**src/rtl/cpu_types_pkg.sv**
```systemverilog
// rtl/cpu_types_pkg.sv - shared CPU types: machine word, RAM handshake state, arbiter state
package cpu_types_pkg;

    typedef logic [31:0] word_t;

    // Handshake status reported by the RAM for the access currently strobed.
    typedef enum logic [1:0] {
        FREE   = 2'd0,
        BUSY   = 2'd1,
        ACCESS = 2'd2,
        ERROR  = 2'd3
    } ramstate_t;

    // Arbiter ownership of the RAM port.
    typedef enum logic [1:0] {
        IDLE   = 2'd0,
        IGRANT = 2'd1,
        DGRANT = 2'd2,
        ERR    = 2'd3
    } arb_state_t;

endpackage

```
**src/rtl/ram_arbiter.sv**
```systemverilog
// rtl/ram_arbiter.sv - single-port RAM arbiter between instruction fetch and data access
//
// Ports:
//   CLK, nRST                  clock (rising edge), asynchronous active-low reset
//   iREN, iaddr                instruction read request and address
//   iwait, iload               instruction stall (0 = iload valid) and read data
//   dREN, dWEN, daddr, dstore  data read/write request, address, write value
//   dwait, dload               data stall (0 = access completes) and read data
//   ramREN, ramWEN             registered RAM read/write strobes
//   ramaddr, ramstore          registered RAM address and write data
//   ramload, ramstate          RAM read data and handshake state
//   arb_err                    sticky error flag, cleared only by nRST
module ram_arbiter
    import cpu_types_pkg::*;
#(
    parameter int STARVE_LIMIT = 4,
    parameter int TIMEOUT      = 16
) (
    input  logic      CLK,
    input  logic      nRST,
    input  logic      iREN,
    input  word_t     iaddr,
    output logic      iwait,
    output word_t     iload,
    input  logic      dREN,
    input  logic      dWEN,
    input  word_t     daddr,
    input  word_t     dstore,
    output logic      dwait,
    output word_t     dload,
    output logic      ramREN,
    output logic      ramWEN,
    output word_t     ramaddr,
    output word_t     ramstore,
    input  word_t     ramload,
    input  ramstate_t ramstate,
    output logic      arb_err
);

    localparam int SW = $clog2(STARVE_LIMIT + 1);
    localparam int TW = $clog2(TIMEOUT);
    localparam logic [SW-1:0] STARVE_MAX = SW'(STARVE_LIMIT);
    localparam logic [TW-1:0] TMO_LAST   = TW'(TIMEOUT - 1);

    arb_state_t    state, state_n;
    logic [SW-1:0] starve_cnt, starve_n;
    logic [TW-1:0] tmo_cnt, tmo_n;
    logic          ren_n, wen_n, err_n;
    word_t         addr_n, store_n;

    logic dreq, icomplete, dcomplete, grant_req;

    assign dreq      = dREN | dWEN;
    // A grant only completes while its owner still requests; a dropped
    // request in the ACCESS cycle is treated as a flush, not a completion.
    assign icomplete = (state == IGRANT) && iREN && (ramstate == ACCESS);
    assign dcomplete = (state == DGRANT) && dreq && (ramstate == ACCESS);
    assign grant_req = (state == IGRANT) ? iREN : dreq;

    assign iwait = iREN & ~icomplete;
    assign dwait = dreq & ~dcomplete;
    assign iload = ramload;
    assign dload = ramload;

    always_comb begin
        state_n = state;
        tmo_n   = tmo_cnt;
        case (state)
            IDLE: begin
                tmo_n = '0;
                if (dreq && !(iREN && (starve_cnt == STARVE_MAX)))
                    state_n = DGRANT;
                else if (iREN)
                    state_n = IGRANT;
            end
            IGRANT, DGRANT: begin
                if (!grant_req)
                    state_n = IDLE;
                else if (ramstate == ACCESS)
                    state_n = IDLE;
                else if ((ramstate == ERROR) || (tmo_cnt == TMO_LAST))
                    state_n = ERR;
                else
                    tmo_n = tmo_cnt + 1'b1;
            end
            ERR:     state_n = ERR;
            default: state_n = IDLE;
        endcase
    end

    // Instruction side is starving only while it keeps asking.
    always_comb begin
        starve_n = starve_cnt;
        if (!iREN || icomplete)
            starve_n = '0;
        else if (dcomplete && (starve_cnt != STARVE_MAX))
            starve_n = starve_cnt + 1'b1;
    end

    // Strobes are registered from the next state so they line up with the
    // grant state itself; address/data pass through from the holder each cycle.
    always_comb begin
        ren_n   = 1'b0;
        wen_n   = 1'b0;
        addr_n  = ramaddr;
        store_n = ramstore;
        case (state_n)
            IGRANT: begin
                ren_n  = 1'b1;
                addr_n = iaddr;
            end
            DGRANT: begin
                wen_n   = dWEN;
                ren_n   = dREN & ~dWEN;
                addr_n  = daddr;
                store_n = dstore;
            end
            default: ;
        endcase
        err_n = (state_n == ERR);
    end

    always_ff @(posedge CLK or negedge nRST) begin
        if (!nRST) begin
            state      <= IDLE;
            starve_cnt <= '0;
            tmo_cnt    <= '0;
            ramREN     <= 1'b0;
            ramWEN     <= 1'b0;
            ramaddr    <= '0;
            ramstore   <= '0;
            arb_err    <= 1'b0;
        end else begin
            state      <= state_n;
            starve_cnt <= starve_n;
            tmo_cnt    <= tmo_n;
            ramREN     <= ren_n;
            ramWEN     <= wen_n;
            ramaddr    <= addr_n;
            ramstore   <= store_n;
            arb_err    <= err_n;
        end
    end

endmodule
```
**config.mk**
```make
export PLATFORM = sky130hd
export DESIGN_NAME = ram_arbiter
export DESIGN_NICKNAME = d
export VERILOG_FILES = /design/src/rtl/cpu_types_pkg.sv /design/src/rtl/ram_arbiter.sv
export SDC_FILE = /design/constraint.sdc
export NUM_CORES = 1
export LEC_CHECK = 0
export BUFFER_PORTS_ARGS = -buffer_cell sky130_fd_sc_hd__buf_4
export CAP_MARGIN = 20
export CORE_ASPECT_RATIO = 0.5
export CORE_MARGIN = 3
export CORE_UTILIZATION = 39
export CTS_BUF_LIST = sky130_fd_sc_hd__clkbuf_2 sky130_fd_sc_hd__clkbuf_4 sky130_fd_sc_hd__clkbuf_8
export DETAILED_ROUTE_END_ITERATION = 8
export PLACE_DENSITY_LB_ADDON = 0.15
export SYNTH_ARGS = -nofsm -noshare
export SYNTH_HDL_FRONTEND = slang
export SYNTH_SLANG_ARGS = --single-unit
export TNS_END_PERCENT = 30
```
**constraint.sdc**
```tcl
create_clock -name CLK -period 2.1 [get_ports CLK]
set_input_delay 0 -clock CLK [delete_from_list [all_inputs] [get_ports CLK]]
set_output_delay 0 -clock CLK [all_outputs]
set_load 0.01 [all_outputs]
```
After elaboration in Yosys (flattened, before gate mapping)
Index checks and enable logic that the tools add are counted.
W data, S select, Z words.
{"block": "word_totals", "out_inout_bits": 133, "ff_bits": 76, "input_bits": 135}
{"block": "classes", "n_addsub": 2, "mux": 16, "eq_ne": 14, "reduce_logical": 17, "bitwise": 7}
{"op": "$pmux W32 S2", "n": 1}
{"op": "$eq A2 B2 Y1 const B", "n": 6}
{"op": "$mux W4", "n": 3}
{"op": "$mux W2", "n": 5}
{"op": "$pmux W4 S2", "n": 1}
{"op": "$logic_and A1 B1 Y1", "n": 7}
{"op": "$mux W3", "n": 2}
{"op": "$ne A2 B2 Y1 const B", "n": 3}
{"op": "$pmux W2 S3", "n": 1}
{"op": "$reduce_bool A2 Y1", "n": 3}
{"op": "$add A4 B1 Y4 const B", "n": 1}
{"op": "$eq A2 B1 Y1 const B", "n": 2}
{"op": "$eq A4 B4 Y1 const B", "n": 1}
{"op": "$reduce_and A4 Y1", "n": 1}
{"op": "$add A3 B1 Y3 const B", "n": 1}
{"op": "$and A1 B1 Y1", "n": 3}
{"op": "$eq A3 B3 Y1 const B", "n": 1}
{"op": "$ne A3 B3 Y1 const B", "n": 1}
{"op": "$not A1 Y1", "n": 3}
{"op": "$logic_not A1 Y1", "n": 2}
{"op": "$logic_not A2 Y1", "n": 1}
{"op": "$logic_or A1 B1 Y1", "n": 2}
{"op": "$mux W1", "n": 2}
{"op": "$pmux W1 S2", "n": 1}
{"op": "other kinds (2)", "n": 2}

Logic depth before layout (Yosys ltp)
{"block": "depth", "depth_word": 8, "ltp_mapped": 9, "ltp_nobuf": 7}

Least setup slack after synthesis
OpenSTA, ideal clock, no wires.
{"block": "synth_path", "kind": "reg2reg", "startpoint": "register state[1]", "endpoint": "register ramaddr[0]", "path_buffers": 1, "stages_incl_launch_ff": 9, "required_ns": 1.977, "arrival_time_ns": 2.110, "path_slack_ns": -0.133, "period_less_slack_ns": 2.233, "path_cell_list": "dfrtp_1 -> inv_1 -> ha_1 -> or3_4 -> and4_4 -> o311a_4 -> mux2_4 -> buf_6 -> o221a_1"}
{"block": "synth_via", "elab_chain_cells": 6, "elab_cells_between_ends": 16, "classes_between": "5 x eq/ne; 8 x mux; 3 x reduce/logical"}
{"item": "from (decl)", "line_no": "ram_arbiter.sv:45", "rtl": "arb_state_t state, state_n;"}
{"item": "from (signal assigned)", "line_no": "ram_arbiter.sv:134", "rtl": "state <= state_n;"}
{"item": "$eq A2 B1 Y1", "line_no": "ram_arbiter.sv:58, ram_arbiter.sv:68"}
{"item": "$mux W1", "line_no": "ram_arbiter.sv:58", "rtl": "assign grant_req = (state == IGRANT) ? iREN : dreq;"}
{"item": "$mux W2", "line_no": "ram_arbiter.sv:77", "rtl": "if (!grant_req)"}
{"item": "$pmux W2 S3 (*)", "line_no": "ram_arbiter.sv:68", "rtl": "case (state)"}
{"item": "named net state_n[0]", "line_no": "ram_arbiter.sv:45"}
{"item": "$eq A2 B2 Y1 or $eq A2 B1 Y1 (tied branches)", "line_no": "ram_arbiter.sv:107", "rtl": "case (state_n)"}
{"item": "$pmux W32 S2 or $reduce_bool A2 Y1 (tied branches)"}
{"item": "to (signal assigned)", "line_no": "ram_arbiter.sv:139", "rtl": "ramaddr <= addr_n;"}
{"item": "to (decl)", "line_no": "ram_arbiter.sv:33", "rtl": "output word_t ramaddr,"}
Mark *: on every way through the listed nets, which the timed path passes. The rest lies on a longest branch.
A chain may end at the register's enable or synchronous reset.

Worst setup path after layout
{"block": "layout_path", "startpoint": "register state[0]", "endpoint": "register ramaddr[16]"}
{"block": "layout_via", "elab_chain_cells": 6, "elab_cells_between_ends": 16, "classes_between": "5 x eq/ne; 8 x mux; 3 x reduce/logical"}
{"item": "$eq A2 B1 Y1 or $mux W2 (tied branches)", "line_no": "ram_arbiter.sv:58, ram_arbiter.sv:68, ram_arbiter.sv:81"}
{"item": "$mux W1 or $mux W2 (tied branches)", "line_no": "ram_arbiter.sv:58, ram_arbiter.sv:79"}
{"item": "$mux W2", "line_no": "ram_arbiter.sv:77"}
{"item": "$pmux W2 S3 (*)", "line_no": "ram_arbiter.sv:68"}
{"item": "named net state_n[0]", "line_no": "ram_arbiter.sv:45"}
{"item": "$eq A2 B2 Y1 or $eq A2 B1 Y1 (tied branches)", "line_no": "ram_arbiter.sv:107"}
{"item": "$pmux W32 S2 or $reduce_bool A2 Y1 (tied branches)"}
Marked as above.

==> impl_results.rst <==
.. list-table::
   :header-rows: 1

   * - Metric
     - Value
   * - Floorplan Core Area
     - 9570 um2
   * - Total leakage power
     - 3.02 nW
   * - Number of distinct library cells after synthesis
     - 38
   * - Post-layout nets
     - 709
   * - Highest achievable clock rate
     - 457 MHz
   * - # diodes
     - 0
   * - Core utilization of the finished layout
     - 0.688
   * - Worst slew pin tran
     - 0.985 ns
   * - Library cell used as clock root buffer
     - clkbuf_8
   * - Worst-case hold path end point
     - iload[11]
   * - Detail-routed via count per cell
     - 4.98
   * - Type of element launching the critical path
     - register
   * - Effective utilization at floorplan
     - 0.407
   * - ANT nets after route
     - 0
   * - Arrival time at the worst endpoint
     - 2.42 ns
   * - Ratio of cells with drive above 1 in the final layout
     - 0.507
   * - Die outline area
     - 11300 um2
   * - Total Routed Length
     - 13600 um
   * - Clock insertion delay at the later pin of the skew report
     - 0.36 ns
   * - Power Density
     - 1480 nW/um2
   * - Sequential share of the synthesized area
     - 0.488
   * - Number of sinks handled by clock tree synthesis
     - 76
   * - Reg clk slew, reported paths
     - 0.07 ns
   * - Antenna violations before repair
     - 0
   * - HPWL after detailed placement
     - 8360 um
   * - Violated checks
     - setup timing
   * - R2r startpoint
     - state[0]
   * - H-tree depth
     - 3
   * - Share of synthesized registers carrying an async set or reset
     - 1.00
   * - TritonCTS clock tree
     - built
   * - Final Hold Viols
     - 0
   * - Leftover overflow at the end of global routing
     - 0
   * - Setup repair after global routing missed its margin
     - true
   * - Average footprint of a synthesized cell
     - 12.1 um2
   * - Met2 demand-to-capacity share in global routing
     - 0.430
   * - Area growth from synthesis to final layout
     - 69.2%
   * - Maximum buffer depth of the clock tree
     - 2
   * - Path class of the lowest-slack min-delay path
     - in -> out
   * - Fraction of met1 tracks used by global routing
     - 0.249
   * - Post-Route Setup TNS
     - -3.29 ns
   * - Floorplan row count
     - 25
   * - R2r endpoint
     - ramaddr[16]
   * - Via count of the routed design
     - 3512
   * - Post-place instance area
     - 4990 um2
   * - Fin crit period
     - 2.19 ns
   * - IO Pins
     - 268
   * - Hold path startpoint
     - ramload[11]
   * - Yosys warnings
     - 0
   * - Final period util
     - 1.04
   * - Path type of the worst setup path
     - reg -> reg
   * - Largest net degree at the start of global routing
     - 77
   * - Wire length of the first global-routing pass
     - 20800 um
   * - R2r setup slk
     - -0.09 ns
   * - Max_cap viols
     - 0
   * - Final Worst Setup Slack
     - -0.0900 ns
   * - Placer's final routability congestion estimate
     - 0.818
   * - Nature of the critical path endpoint
     - register
   * - Combined area of all synthesized cells
     - 3890 um2
   * - Post-route design area
     - 6590 um2
   * - Hold path depth
     - 0
   * - Outcome
     - complete, but fails checks
   * - EDFF count, synth
     - 0
   * - Quantity of I/O buffers inserted on ports
     - 171
   * - Most Crowded Layer GR
     - met2
   * - Number of DRC markers in iteration 0
     - 101
   * - Critical path required time
     - 2.33 ns
   * - Met3 usage in global routing
     - 0.0649
   * - Total nets after synthesis
     - 464
   * - Remaining max-slew budget at the tightest pin
     - 0.343
   * - Pins over their slew limit
     - 0
   * - Maximum fanout along the worst path
     - 8
   * - Post-synthesis sequential element count
     - 76
   * - Floorplan die height
     - 76.7 um
   * - Total DRC errors in the routed layout
     - 0
   * - IR drop worst, VDD
     - 0.654 mV
   * - Synthesized instance count
     - 321
   * - Via count of the first global-routing pass
     - 3832
   * - Die width
     - 147 um
   * - Reg2reg path depth
     - 6
   * - Setup-violating endpoint count in the final report
     - 57
   * - Prevailing post-synth register cell
     - dfrtp_1
   * - Cts bufs inserted
     - 9
   * - Routed WL per cell
     - 19.2 um
   * - GRT Util Overall
     - 0.235
   * - Clock tree skew after final layout
     - 0.0108 ns
   * - Initial DRT Pass Iterations
     - 4
==> worst max-delay path by stage <==
stage,from,to,slack [ns]
6_report,state[0],ramaddr[16],-0.09
5_1_grt,state[1],ramstore[9],-0.16
4_1_cts,state[0],ramaddr[30],-0.10
3_5_place_dp,state[0],ramaddr[28],-0.17
3_3_place_gp,state[0],ramaddr[29],-0.10
2_1_floorplan,state[1],ramaddr[0],-0.09
==> placed cells by master, fill, tap and decap left out, types with 3 or more instances in the layout <==
cell	Yosys	layout
nand2_1	7	6
buf_6	4	4
nor2_1	8	7
or3_1	32	32
o221a_1	30	30
dfrtp_1	76	75
xor2_1	3	3
buf_4	67	202
ha_1	8	3
mux2_2	32	16
clkbuf_8	0	9
dlygate4sd3_1	0	99
buf_12	0	4
clkinvlp_4	0	3
ha_4	0	4
mux2_4	1	20
inv_1	7	5
==> state kept, by name, summed over array words and instances, names as in the netlist <==
signal,count
ramaddr,32
ramstore,32
tmo_cnt,4
starve_cnt,3
state,2
arb_err,1
ramREN,1
ramWEN,1
==> synth_stat cells, types with 2 or more instances <==
master / instances / area [um2]
nor2_1: 8 / 30.0
clkbuf_1: 6 / 22.5
or3_1: 32 / 200
buf_4: 67 / 503
inv_1: 7 / 26.3
and2_2: 2 / 15.0
o221a_2: 2 / 22.5
mux2i_1: 2 / 20.0
nand2_1: 7 / 26.3
dfrtp_1: 76 / 1900
nor2b_1: 2 / 12.5
o21a_1: 2 / 15.0
o221a_1: 30 / 338
buf_2: 3 / 15.0
o21ai_0: 3 / 15.0
a21oi_1: 2 / 10.0
mux2_2: 32 / 360
ha_1: 8 / 100
xor2_1: 3 / 26.3
buf_6: 4 / 45.0
nand3_1: 4 / 20.0
nand2b_1: 3 / 18.8
==> layer usage <==
layer	up-vias	share of wire
met1	1696	0.36
met5	-	0
met3	58	0.060
li1	1589	-
met2	169	0.54
met4	0	0.039
==> logic make-up (layout without fill, tap and decap cells) <==
| family | after synthesis | in the layout | synth area share |
|---|---|---|---|
| flops | 76 | 76 | 0.488 |
| compound gates | 45 | 45 | 0.120 |
| mux | 35 | 38 | 0.102 |
| simple gates | 66 | 66 | 0.0987 |
| buf+inv | 87 | 333 | 0.157 |
| xor+xnor | 4 | 4 | 0.00900 |
| fa+ha+maj | 8 | 8 | 0.0257 |
==> cell type report <==
class                      instances  area [um2]
fill                             694        2990
tap                              135         169
clock buffer                       9         124
inverter                           7        26.3
clock inverter                     6        66.3
sequential                        76        1900
multi-input combinational        161        1610
timing repair buffer             311        2690
==> metrics by stage <==
step	setup WS [ns]	hold slack [ns]	cells	power, mW
2_1_floorplan	-0.0867	-0.296	321	5.43
3_3_place_gp	-0.105	0.000179	571	7.12
3_5_place_dp	-0.172	0.000179	571	7.29
4_1_cts	-0.104	0.000179	703	9.56
5_1_grt	-0.158	0.0000286	705	10.3
6_report	-0.0900	0.00000586	705	9.77
==> power by group <==
part,switching (mW),internal [mW],total (mW)
Sequential,0.431,2.20,2.63
Clock,0.558,0.542,1.10
Combinational,2.52,3.51,6.04
Total,3.51,6.26,9.77
==> worst max-delay path, stage by stage, from the launching register on <==
cell,delay (ns)
dfrtp_2,0.45
ha_4,0.17
or3_4,0.34
and4_4,0.18
o311a_4,0.34
mux2_4,0.35
o221a_1,0.24
==> what timing repair did <==
item	4_1_cts	5_1_grt
hold endpoints to repair	145	0
gates resized for setup	29	15
pin swaps	9	32
buffers inserted	14	1
gates cloned	4	1
endpoints found under the setup margin	64	64
hold buffers	99	0
Note: power is estimated with default switching activity, not from simulation.
